==> config.mk <==
export PLATFORM = sky130hd
export DESIGN_NAME = bounce_gen_flat
export DESIGN_NICKNAME = d
export VERILOG_FILES = /design/src/rtl/bounce_gen_if.sv /design/src/rtl/bounce_gen.sv /design/src/flat_wrapper.sv
export SDC_FILE = /design/constraint.sdc
export NUM_CORES = 1
export LEC_CHECK = 0
export ABC_AREA = 0
export CAP_MARGIN = 25
export CORE_MARGIN = 8
export CORE_UTILIZATION = 41
export DETAILED_ROUTE_END_ITERATION = 6
export PLACE_DENSITY = 0.65
export SLEW_MARGIN = 20
export SYNTH_ARGS = -nofsm -noshare
export SYNTH_HDL_FRONTEND = slang
export SYNTH_SLANG_ARGS = --single-unit
export TNS_END_PERCENT = 50
==> constraint.sdc <==
create_clock -name clk -period 2.14 [get_ports clk]
set_input_delay 0.535 -clock clk [delete_from_list [all_inputs] [get_ports clk]]
set_output_delay 0.535 -clock clk [all_outputs]
set_load 0.02 [all_outputs]
==> src/rtl/bounce_gen_if.sv <==
// Button-emulator signal bundle: requested level in, noisy button and status out.
interface bounce_gen_if;
  logic       press;
  logic       btn;
  logic       busy;
  logic [7:0] edge_cnt;

  // master drives the requested level; slave is the emulator itself
  modport master (output press, input btn, input busy, input edge_cnt);
  modport slave  (input press, output btn, output busy, output edge_cnt);
endinterface

==> src/rtl/bounce_gen.sv <==
// Mechanical-switch emulator: on a level request, emits 2*BOUNCES+1 edges spaced
// by LFSR-randomized gaps, ending at the requested level.
module bounce_gen #(
  parameter int unsigned MIN_GAP  = 200,
  parameter int unsigned GAP_BITS = 10,
  parameter int unsigned BOUNCES  = 4,
  parameter logic [15:0] SEED     = 16'hACE1
) (
  input logic         clk,
  input logic         rst,
  bounce_gen_if.slave bus
);

  localparam int unsigned EDGES = 2 * BOUNCES + 1;
  localparam int unsigned GW    = $clog2(MIN_GAP + (1 << GAP_BITS));
  localparam int unsigned SW    = $clog2(EDGES + 1);

  typedef enum logic {STABLE, BOUNCE} state_t;

  state_t        state, state_n;
  logic [15:0]   lfsr, lfsr_n;
  logic [GW-1:0] gap, gap_n, gap_load;
  logic [SW-1:0] seq, seq_n, seq_inc;
  logic          btn, btn_n;
  logic          busy, busy_n;
  logic [7:0]    edge_cnt, edge_cnt_n;

  always_ff @(posedge clk) begin
    if (rst) begin
      state    <= STABLE;
      lfsr     <= SEED;
      gap      <= '0;
      seq      <= '0;
      btn      <= 1'b0;
      busy     <= 1'b0;
      edge_cnt <= 8'd0;
    end else begin
      state    <= state_n;
      lfsr     <= lfsr_n;
      gap      <= gap_n;
      seq      <= seq_n;
      btn      <= btn_n;
      busy     <= busy_n;
      edge_cnt <= edge_cnt_n;
    end
  end

  always_comb begin
    state_n    = state;
    gap_n      = gap;
    seq_n      = seq;
    btn_n      = btn;
    busy_n     = busy;
    edge_cnt_n = edge_cnt;
    seq_inc    = seq + SW'(1);
    lfsr_n     = {lfsr[14:0], lfsr[15] ^ lfsr[13] ^ lfsr[12] ^ lfsr[10]};
    // counter holds G-1 so consecutive edges land exactly G cycles apart
    gap_load   = GW'(MIN_GAP) + GW'(lfsr[GAP_BITS-1:0]) - GW'(1);

    case (state)
      STABLE: begin
        busy_n = 1'b0;
        if (bus.press != btn) begin
          btn_n      = ~btn;
          edge_cnt_n = edge_cnt + 8'd1;
          seq_n      = SW'(1);
          if (BOUNCES != 0) begin
            gap_n   = gap_load;
            state_n = BOUNCE;
            busy_n  = 1'b1;
          end
        end
      end
      BOUNCE: begin
        busy_n = 1'b1;
        if (gap != '0) begin
          gap_n = gap - GW'(1);
        end else begin
          btn_n      = ~btn;
          edge_cnt_n = edge_cnt + 8'd1;
          seq_n      = seq_inc;
          if (seq_inc == SW'(EDGES)) begin
            state_n = STABLE;
            busy_n  = 1'b0;
          end else begin
            gap_n = gap_load;
          end
        end
      end
      default: state_n = STABLE;
    endcase
  end

  assign bus.btn      = btn;
  assign bus.busy     = busy;
  assign bus.edge_cnt = edge_cnt;

endmodule

==> src/flat_wrapper.sv <==
// flat-port wrapper written by rule: the top's interface ports become plain ports
module bounce_gen_flat 
#(
  parameter int unsigned MIN_GAP  = 200,
  parameter int unsigned GAP_BITS = 10,
  parameter int unsigned BOUNCES  = 4,
  parameter logic [15:0] SEED     = 16'hACE1
)
  (clk, rst, bus_press, bus_btn, bus_busy, bus_edge_cnt);
  bounce_gen_if bus_i ();
  input logic clk;
  input logic rst;
  input wire logic [$bits(bus_i.press)-1:0] bus_press;
  output wire logic [$bits(bus_i.btn)-1:0] bus_btn;
  output wire logic [$bits(bus_i.busy)-1:0] bus_busy;
  output wire logic [$bits(bus_i.edge_cnt)-1:0] bus_edge_cnt;
  assign bus_i.press = bus_press;
  assign bus_btn = bus_i.btn;
  assign bus_busy = bus_i.busy;
  assign bus_edge_cnt = bus_i.edge_cnt;
  bounce_gen #(.MIN_GAP(MIN_GAP), .GAP_BITS(GAP_BITS), .BOUNCES(BOUNCES), .SEED(SEED)) u_core (.clk(clk), .rst(rst), .bus(bus_i));
endmodule
==> results of run 1 <==
## power breakdown
group,total [W],switching (W),internal (W)
logic,0.00127,0.000685,0.000589
clock network,0.000501,0.000272,0.000229
registers,0.00104,0.000138,0.000898
## Yosys cell counts (7+ instances only)
master	number	area, sq um
nor2_1	29	108.9
nand2_1	11	41.29
inv_1	8	30.03
nand3_1	12	60.06
nor3_1	11	55.05
dfxtp_1	41	820.8
o21ai_0	11	55.05
a21oi_1	8	40.04
nor2b_1	7	43.79
xor2_1	10	87.58
xnor2_1	8	70.07
or2_2	8	50.05
## per-stage QoR
stage / power (W) / cell area [sq um] / setup TNS, ns / hold slack, ns / setup slack (ns)
after global routing: 0.003031 / 2424 / -0.0007563 / 0.4585 / -0.0007563
after global placement: 0.002299 / 2328 / -0.3876 / 0.3935 / -0.1050
after CTS: 0.002830 / 2420 / 0 / 0.4246 / 0.03232
after floorplan: 0.001918 / 2049 / 0 / 0.3895 / 0.2204
after detailed placement: 0.002318 / 2328 / -1.013 / 0.3980 / -0.2246
final: 0.002811 / 2424 / 0 / 0.4233 / 0.08109
## registers in the layout (all words and copies together), names as in the netlist
register and cells:
u_core.bus.btn 1, u_core.bus.busy 1, u_core.bus.edge_cnt 8, u_core.gap 11
u_core.lfsr 16, u_core.seq 4
## placed cells by master (no fill, tap or decap), types with 2 or more instances in the layout
master           count
o31ai_1              4
a21oi_1              8
dfxtp_1             41
a32o_1               3
or2_2                8
nor2_1              28
a31oi_1              2
xor2_1              10
mux2i_1              3
inv_1                8
buf_4               21
nand2_1             11
nor2b_1              7
nand2b_1             3
xnor2_1              8
clkdlybuf4s50_1     12
ha_1                 6
nand4_1              2
o21ai_0             11
clkinvlp_4           3
o211ai_1             2
and3_1               2
clkbuf_8             5
nand3_1             12
a311oi_1             3
o32ai_1              2
nor3b_1              2
nor3_1              11
## critical path, delay by kind of cell
kind / cells / cell delay, ns
AOI/OAI and AO/OA: 3 / 0.71
buffers and inverters: 2 / 0.64
xor gates and xnor gates: 1 / 0.23
and+or+nand+nor: 1 / 0.13
## cell type report
class | instances | area, sq um
Clock buffer | 5 | 68.82
Clock inverter | 3 | 22.52
Fill cell | 452 | 2362
Inverter | 9 | 33.78
Multi-Input combinational cell | 168 | 1116
Sequential cell | 41 | 820.8
Tap cell | 67 | 83.83
Timing Repair Buffer | 33 | 277.8
## final timing paths
check	endpoint	slack [ns]	cells past startpoint
min	u_core.lfsr[15]	0.42	1
max reg2reg	u_core.gap[6]	0.08	7
max	u_core.gap[4]	0.08	7
min reg2reg	u_core.lfsr[15]	0.42	1
## cells by family (layout without fill, tap and decap cells)
kind of cell    after synthesis  after routing  synth area share [%]
xor+xnor                     18             18                 7.692
mux                           3              3                 1.465
buf+inv                      19             50                 5.678
flops                        41             41                 40.05
simple gates                 95             95                 24.97
fa+ha+maj                     6              6                 3.663
compound gates               46             46                 16.48
## per-layer routing
metal	up-vias	track usage, %	wire length [microns]
met5	-	0	0
met4	0	5.164	59
met3	4	2.647	144
met2	27	19.17	1953
met1	777	16.21	2083
li1	861	-	-
==> key figures, run 1 <==
Synthesis
  – Mapped Nets: 237
  – Post-synth ARST share: 0%
  – Share of the yosys chip area belonging to registers: 40.05%
  – Cells after Synth: 228
  – Mean post-synth cell area: 8.989 sq um
  – Number of synthesis warnings: 0
  – Distinct cell type count of the synthesized netlist: 47
  – Mapped cell area: 0.002049 sq mm
  – Post-synth EDFFs: 0
  – Synth Register Bits: 41
  – Most used DFF post-synth: dfxtp_1

Worst setup path
  – Worst Path Required: 2.32 ns
  – Critical Path Source: bus_press
  – Crit end category: register
  – R2R Path Start: u_core.gap[4]
  – Crit path max fanout: 10
  – Setup crit start kind: input pin
  – Critical path's slowest cell: clkdlybuf4s50_1
  – Critical Path Most Common Cell: o32ai_1
  – Crit path largest cell delay: 0.47 ns
  – CP Class: in2reg
  – WP data arrival: 2.24 ns
  – CP Cell Sequence: clkdlybuf4s50_1, xor2_1, o32ai_1, a21oi_1, nor2_4, buf_4, o32ai_1

Placement
  – Detailed Place HPWL: 3.161 mm
  – IO buf count: 12
  – Post-Place Cells: 318
  – GP Congestion: 0.8343

Floorplanning
  – Total core area: 0.004786 sq mm
  – Die Y: 86.70 microns
  – Rows: 25
  – I/O pin count: 13
  – Chip width: 86.70 microns
  – Initial Utilization: 42.82%
  – Die area: 0.007517 sq mm

Global routing
  – GRT Total Usage: 12.41%
  – Initial antenna violation count: 0
  – Largest net degree at the start of global routing: 21
  – Global-route wire length before repair: 7.486 mm
  – Total gr overflow: 0
  – Vias in the first global route: 1612

Outcome
  – Status: completed

CTS
  – # resized after CTS: 0
  – # Post-CTS Setup Buffers: 0
  – Skew-Pair Late Insertion Delay: 0.29 ns
  – Hold-fix buffers at CTS: 0
  – CTS buffer count: 5
  – CTS Root Cell: clkbuf_8
  – H-tree Lvls: 2
  – Clk sinks: 41
  – CTS tree: built
  – Clk slew on worst S/H paths: 0.08 ns
  – Clock Path Buffers: 2

Routing
  – DR pass1 iterations: 4
  – Via density per instance: 5.120
  – Vias: 1669
  – Iter 0 DRT Violations: 103
  – Antenna viol nets, final: 0
  – DR DRC count: 0
  – Final WL: 4.241 mm
  – Routed wire length per instance: 13.01 microns

Timing
  – Final worst clock skew: 0.007338 ns
  – Setup Viol. Count Final: 0
  – Final max-slew violation count: 0
  – Worst relative slew slack: 67.78%
  – Minimum clock period: 2.059 ns
  – RSZ-0062 raised after global routing: yes
  – Final period utilization: 96.21%
  – Worst Max-Slew Pin Slew: 0.4796 ns
  – Max Fclk: 485.7 MHz
  – Final number of hold-violating endpoints: 0

Hold path
  – Hold_sp: u_core.lfsr[14]
  – Worst hold path class: reg2reg

Power and ir drop
  – Peak supply drop: 0.6346 mV
  – Leak Pwr: 0.9147 nW
  – PD cells: 1160 mW/mm^2

Finish
  – Antenna fix cells: 0
  – Post-Layout Cell Count: 326
  – Nets: 267
  – Share of layout cells above drive strength 1: 18.53%
  – Layout Utilization: 50.64%
  – Synthesis-to-finish area growth: 18.25%

Job
  – Max_cap viols: 0
No activity file was read; power rests on OpenSTA's default activity.
==> run 2: changes to the inputs <==
--- a/config.mk
+++ b/config.mk
@@ -10,6 +10,7 @@
 export CORE_MARGIN = 8
 export CORE_UTILIZATION = 41
 export DETAILED_ROUTE_END_ITERATION = 6
+export HOLD_SLACK_MARGIN = 0.15
 export PLACE_DENSITY = 0.65
 export SLEW_MARGIN = 20
 export SYNTH_ARGS = -nofsm -noshare
==> results of run 2 <==
No change in the layout: final DEF, timing and power equal those of run 1.
==> edit 1 (flow settings as in run 1) <==
Reset style: asynchronous (`rst`), changed in one clocked block.
--- a/src/rtl/bounce_gen.sv
+++ b/src/rtl/bounce_gen.sv
@@ -27,3 +27,3 @@
 
-  always_ff @(posedge clk) begin
+  always_ff @(posedge clk or posedge rst) begin
     if (rst) begin
Check against the original RTL: differs if rst is asserted again (counterexample within 4 cycles, from zero or initial values and one cycle with rst high); with rst held inactive, the same outputs for 10 cycles.
==> edit 1 against run 1 <==
Design area grew 3.7%. Critical path type is now reg -> reg. Worst setup slack gained 1.6 ps. Fmax is essentially flat. Die area grew 1.9%. Synthesized cell count shrank 13%. Sequential share of layout area grew 7.3 points. Clock skew shrank 3.7 ps. Area after synthesis grew 2.4%. Combinational power shrank 41%. Total power shrank 9.2%. Routed wire length grew 0.75%. Sequential cell count is the same. First-iteration DRC count grew 2.9%.
==> edit 1: results <==
[layout]
diodes = 0
layout.nets = 233
reg_top3 = "u_core.lfsr: 16 flops, u_core.gap: 11 flops, u_core.bus.edge_cnt: 8 flops"
final_layout_size_suffix_gt1_frac = 0.173

[synthesis]
synthArstFlopShare = 1.00
synth_cells = 199
synth_warnings = 0
yosys-top-cells-area = "dfrtp_1, dfstp_2, xnor2_1, xor2_1, ha_1"
synth_commonest_cells = "dfrtp_1, nor2_1, a21oi_1, xnor2_1, xor2_1"
seq_area_frac_synth = 0.494
syn_nets = 208
synthDistinctLibCells = 49

[clocking]
cts_buffers = 5
cts_buffer_depth = 2
cts_root_buffer = "clkbuf_8"
clkSlewWorstSetupHoldPaths_ps = 80
insertion_delay_ps = 290
cts_htree_levels = 2

[drt]
highest_layer = "met4"
num_vias = 1596
postRouteWirelength_um = 4270
ant_nets = 0
route.met3.wl_um = 216
drtPass1Iterations = 4
drtIter0Drc = 106
met1Wirelength_um = 2080
wl_met2_um = 1900

[place]
dp_hpwl_um = 2990
routabilityCongestion = 0.843
dpl_cell_area_mm2 = 0.00237
port_buffers = 12

[grt]
grt_max_degree = 42
grt_pass1_wl_um = 7090
grt_overflow = 0
grt.total_usage = 0.118
first_global_vias = 1483
antenna_found_initial = 0

[critical_path]
path_max_fanout = 6
cp_top_family = "compound AO/OA/AOI/OAI gates"
crit_path_max_incr_delay_ps = 410
worst_path_max_delay_cell = "dfrtp_1"
arrival_ps = 2250

[power_and_ir_drop]
leakage_nw = 1.05
max-vdd-ir-drop_mv = 0.511

[sta]
slew_headroom = 0.666
finClkSkew_ps = 3.64
fin_tns_setup_ps = 0

[run_status]
status = "finished clean"

[worst_hold_path]
hp-class = "reg -> reg"
-- edit 1: worst register-to-register path, delay by kind of cell (launching register included) --
family / cells / cell delay (ps)
adders and majority gates: 1 / 150
AOI/OAI and AO/OA: 4 / 690
DFF: 1 / 410
buffers and inverters: 2 / 350
and+or+nand+nor: 1 / 350
-- edit 1: where the power goes --
| part | switching [mW] | total [mW] | leakage (nW) | internal, mW |
|---|---|---|---|---|
| registers | 0.234 | 1.16 | 0.500 | 0.926 |
| logic | 0.375 | 0.747 | 0.496 | 0.372 |
| clock network | 0.266 | 0.645 | 0.0574 | 0.379 |
| total | 0.874 | 2.55 | 1.05 | 1.68 |
-- edit 1: logic make-up (layout without fill, tap and decap cells) --
kind of cell | after synthesis | in the layout | synth area share
buffers and inverters | 15 | 41 | 0.0310
multiplexers | 3 | 3 | 0.0149
AND/OR/NAND/NOR | 60 | 60 | 0.167
AO/OA/AOI/OAI | 52 | 52 | 0.166
XOR/XNOR | 22 | 22 | 0.0918
flip-flops | 41 | 41 | 0.494
adder cells (fa/ha/maj) | 6 | 6 | 0.0358
-- edit 1: routing by layer --
layer  track usage  up-vias
met5             0        -
met4        0.0609        0
met3        0.0310        8
met2         0.169       41
met1         0.160      770
li1              -      777
-- edit 1: final cells by class --
type / count / area, µm²
multi-input cells: 143 / 1020
clock buffers: 6 / 82.6
fillers: 471 / 2500
inverters: 10 / 37.5
clock inverters: 2 / 37.5
well taps: 70 / 87.6
flip-flops and latches: 41 / 1040
repair buffers: 23 / 215
-- edit 1: worst paths after layout --
kind / cells past startpoint / endpoint / slack (ps) / start
setup / recovery: 8 / u_core.gap[10] / 80 / u_core.gap[1]
hold / removal: 0 / u_core.lfsr[15] / 360 / u_core.lfsr[14]
setup reg to reg: 8 / u_core.gap[10] / 80 / u_core.gap[1]
hold reg to reg: 0 / u_core.lfsr[15] / 360 / u_core.lfsr[14]
max in group asynchronous: 3 / u_core.lfsr[6] / 1300 / rst
min in group asynchronous: 3 / u_core.lfsr[14] / 590 / rst
-- edit 1: timing repair --
action | in CTS | in global routing
endpoints found under the hold margin | 0 | 0
buffers inserted | 0 | 0
resized for setup | 0 | 4
endpoints found under the setup margin | 0 | 5
-- edit 1: per-stage QoR --
step                cells  setup slack, ps
global route          295            -30.2
global placement      287             80.5
detailed placement    287             84.4
floorplan             199              234
finish                295             82.7
CTS                   295             89.4
==> edit 2 (flow settings as in run 1) <==
Made on the original files. `MIN_GAP` is set to 200 in 2 places; all go to 100.
--- a/src/rtl/bounce_gen.sv
+++ b/src/rtl/bounce_gen.sv
@@ -3,3 +3,3 @@
 module bounce_gen #(
-  parameter int unsigned MIN_GAP  = 200,
+  parameter int unsigned MIN_GAP  = 100,
   parameter int unsigned GAP_BITS = 10,
--- a/src/flat_wrapper.sv
+++ b/src/flat_wrapper.sv
@@ -3,3 +3,3 @@
 #(
-  parameter int unsigned MIN_GAP  = 200,
+  parameter int unsigned MIN_GAP  = 100,
   parameter int unsigned GAP_BITS = 10,
Check against the original RTL: same outputs for any inputs over 10 cycles, from zero or initial values and one cycle with rst high; that may be too few to reach the edited logic, so the function may still have changed.
==> edit 2 against run 1 <==
The run now ends with negative setup slack left. Routed wire length increased by 11%. Cell count rose by 1.8%. Design area up 8.2%. Area after synthesis decreased by 0.61%. Worst setup slack lost 110 ps. Total power rose by 25%. Sequential cell count unchanged. Critical path type is now reg -> reg. Highest routed layer unchanged.
==> edit 2: results <==
[grt]
grt_max_degree = 40
first_global_vias = 1649
grt_pass1_wl_um = 7680
met3_usage = 0.0378
grt.met1_usage = 0.160
grtUsageMet2 = 0.198

[layout]
clock_area_frac = 0.0525
multi_input_cells = 169
nonClkBufAreaFrac = 0.116
multi_input_area_mm2 = 0.00121
fillers = 432
inv_count = 17
nFlopsAndLatches = 41
layout.nets = 273
multi_input_area_share = 0.461
buffers = 30
final_layout_size_suffix_gt1_frac = 0.208
fin_cells = 332

[run_status]
status = "finished, violations left"
violations = "negative setup slack"

[synthesis]
syn_nets = 246
synth_commonest_cells = "dfxtp_1, nor2_1, inv_1"
seq_area_frac_synth = 0.403
synthDistinctLibCells = 54

[critical_path]
path_max_fanout = 23
worst_path_max_delay_cell = "or4_4"
arrival_ps = 2370

[drt]
drtPass1Iterations = 5
routedWlPerCell_um = 14.1
avgViaCountPerCell = 5.33
wl_met2_um = 2170
drtIter0Drc = 159

[clocking]
cts_buffer_depth = 2

[place]
place_inst = 320
dp_hpwl_um = 3070
dpl_cell_area_mm2 = 0.00233
place_ws_ps = -100

[power_and_ir_drop]
leakage_nw = 1.00
max-vdd-ir-drop_mv = 0.728

[sta]
setup_violations = 1
tightest_slew_ps = 361
finClkSkew_ps = 8.34
fin_tns_setup_ps = -25.9
setup_slack_ps = -25.9
## edit 2: cell types whose count changed after synthesis, moves of 4 or more
cell,before,now
nand3_1,12,3
o32ai_1,2,7
a21oi_1,8,12
clkbuf_1,5,9
inv_1,8,17
o21ai_0,11,6
nand2_1,11,16
o21ai_1,0,4
nor3_1,11,5
## edit 2: cell families (layout without fill, tap and decap cells)
logic type,count (synthesis),after routing,share of synthesized area
xor gates and xnor gates,18,18,0.0774
muxes,1,1,0.00491
DFF,41,41,0.403
adders and majority gates,6,6,0.0369
and+or+nand+nor,87,87,0.235
buffers and inverters,27,55,0.0504
AOI/OAI and AO/OA,57,57,0.193
## edit 2: worst paths after layout
check                  startpoint         endpoint  slack [ps]  depth (start not counted)
setup / recovery    u_core.gap[4]    u_core.gap[7]         -30                          6
hold reg to reg   u_core.lfsr[14]  u_core.lfsr[15]         420                          1
setup reg to reg    u_core.gap[4]    u_core.gap[7]         -30                          6
hold / removal    u_core.lfsr[14]  u_core.lfsr[15]         420                          1
## edit 2: power by group
| group | total (mW) | switching, mW | leakage (nW) | internal [mW] |
|---|---|---|---|---|
| combinational | 1.69 | 0.917 | 0.596 | 0.774 |
| clock | 0.761 | 0.292 | 0.0687 | 0.470 |
| sequential | 1.05 | 0.134 | 0.339 | 0.915 |
| total | 3.50 | 1.34 | 1.00 | 2.16 |
## edit 2: timing repair
item,in CTS,in global routing
endpoints found under the setup margin,13,20
resized for setup,7,17
gates cloned,0,1
setup buffers,0,3
pin swaps,0,7
## edit 2: worst max-delay path: cells and delay by family, from the launching register on
| family | cells | cell delay (ps) |
|---|---|---|
| flops | 1 | 320 |
| compound gates | 4 | 970 |
| buf+inv | 1 | 190 |
| simple gates | 1 | 580 |
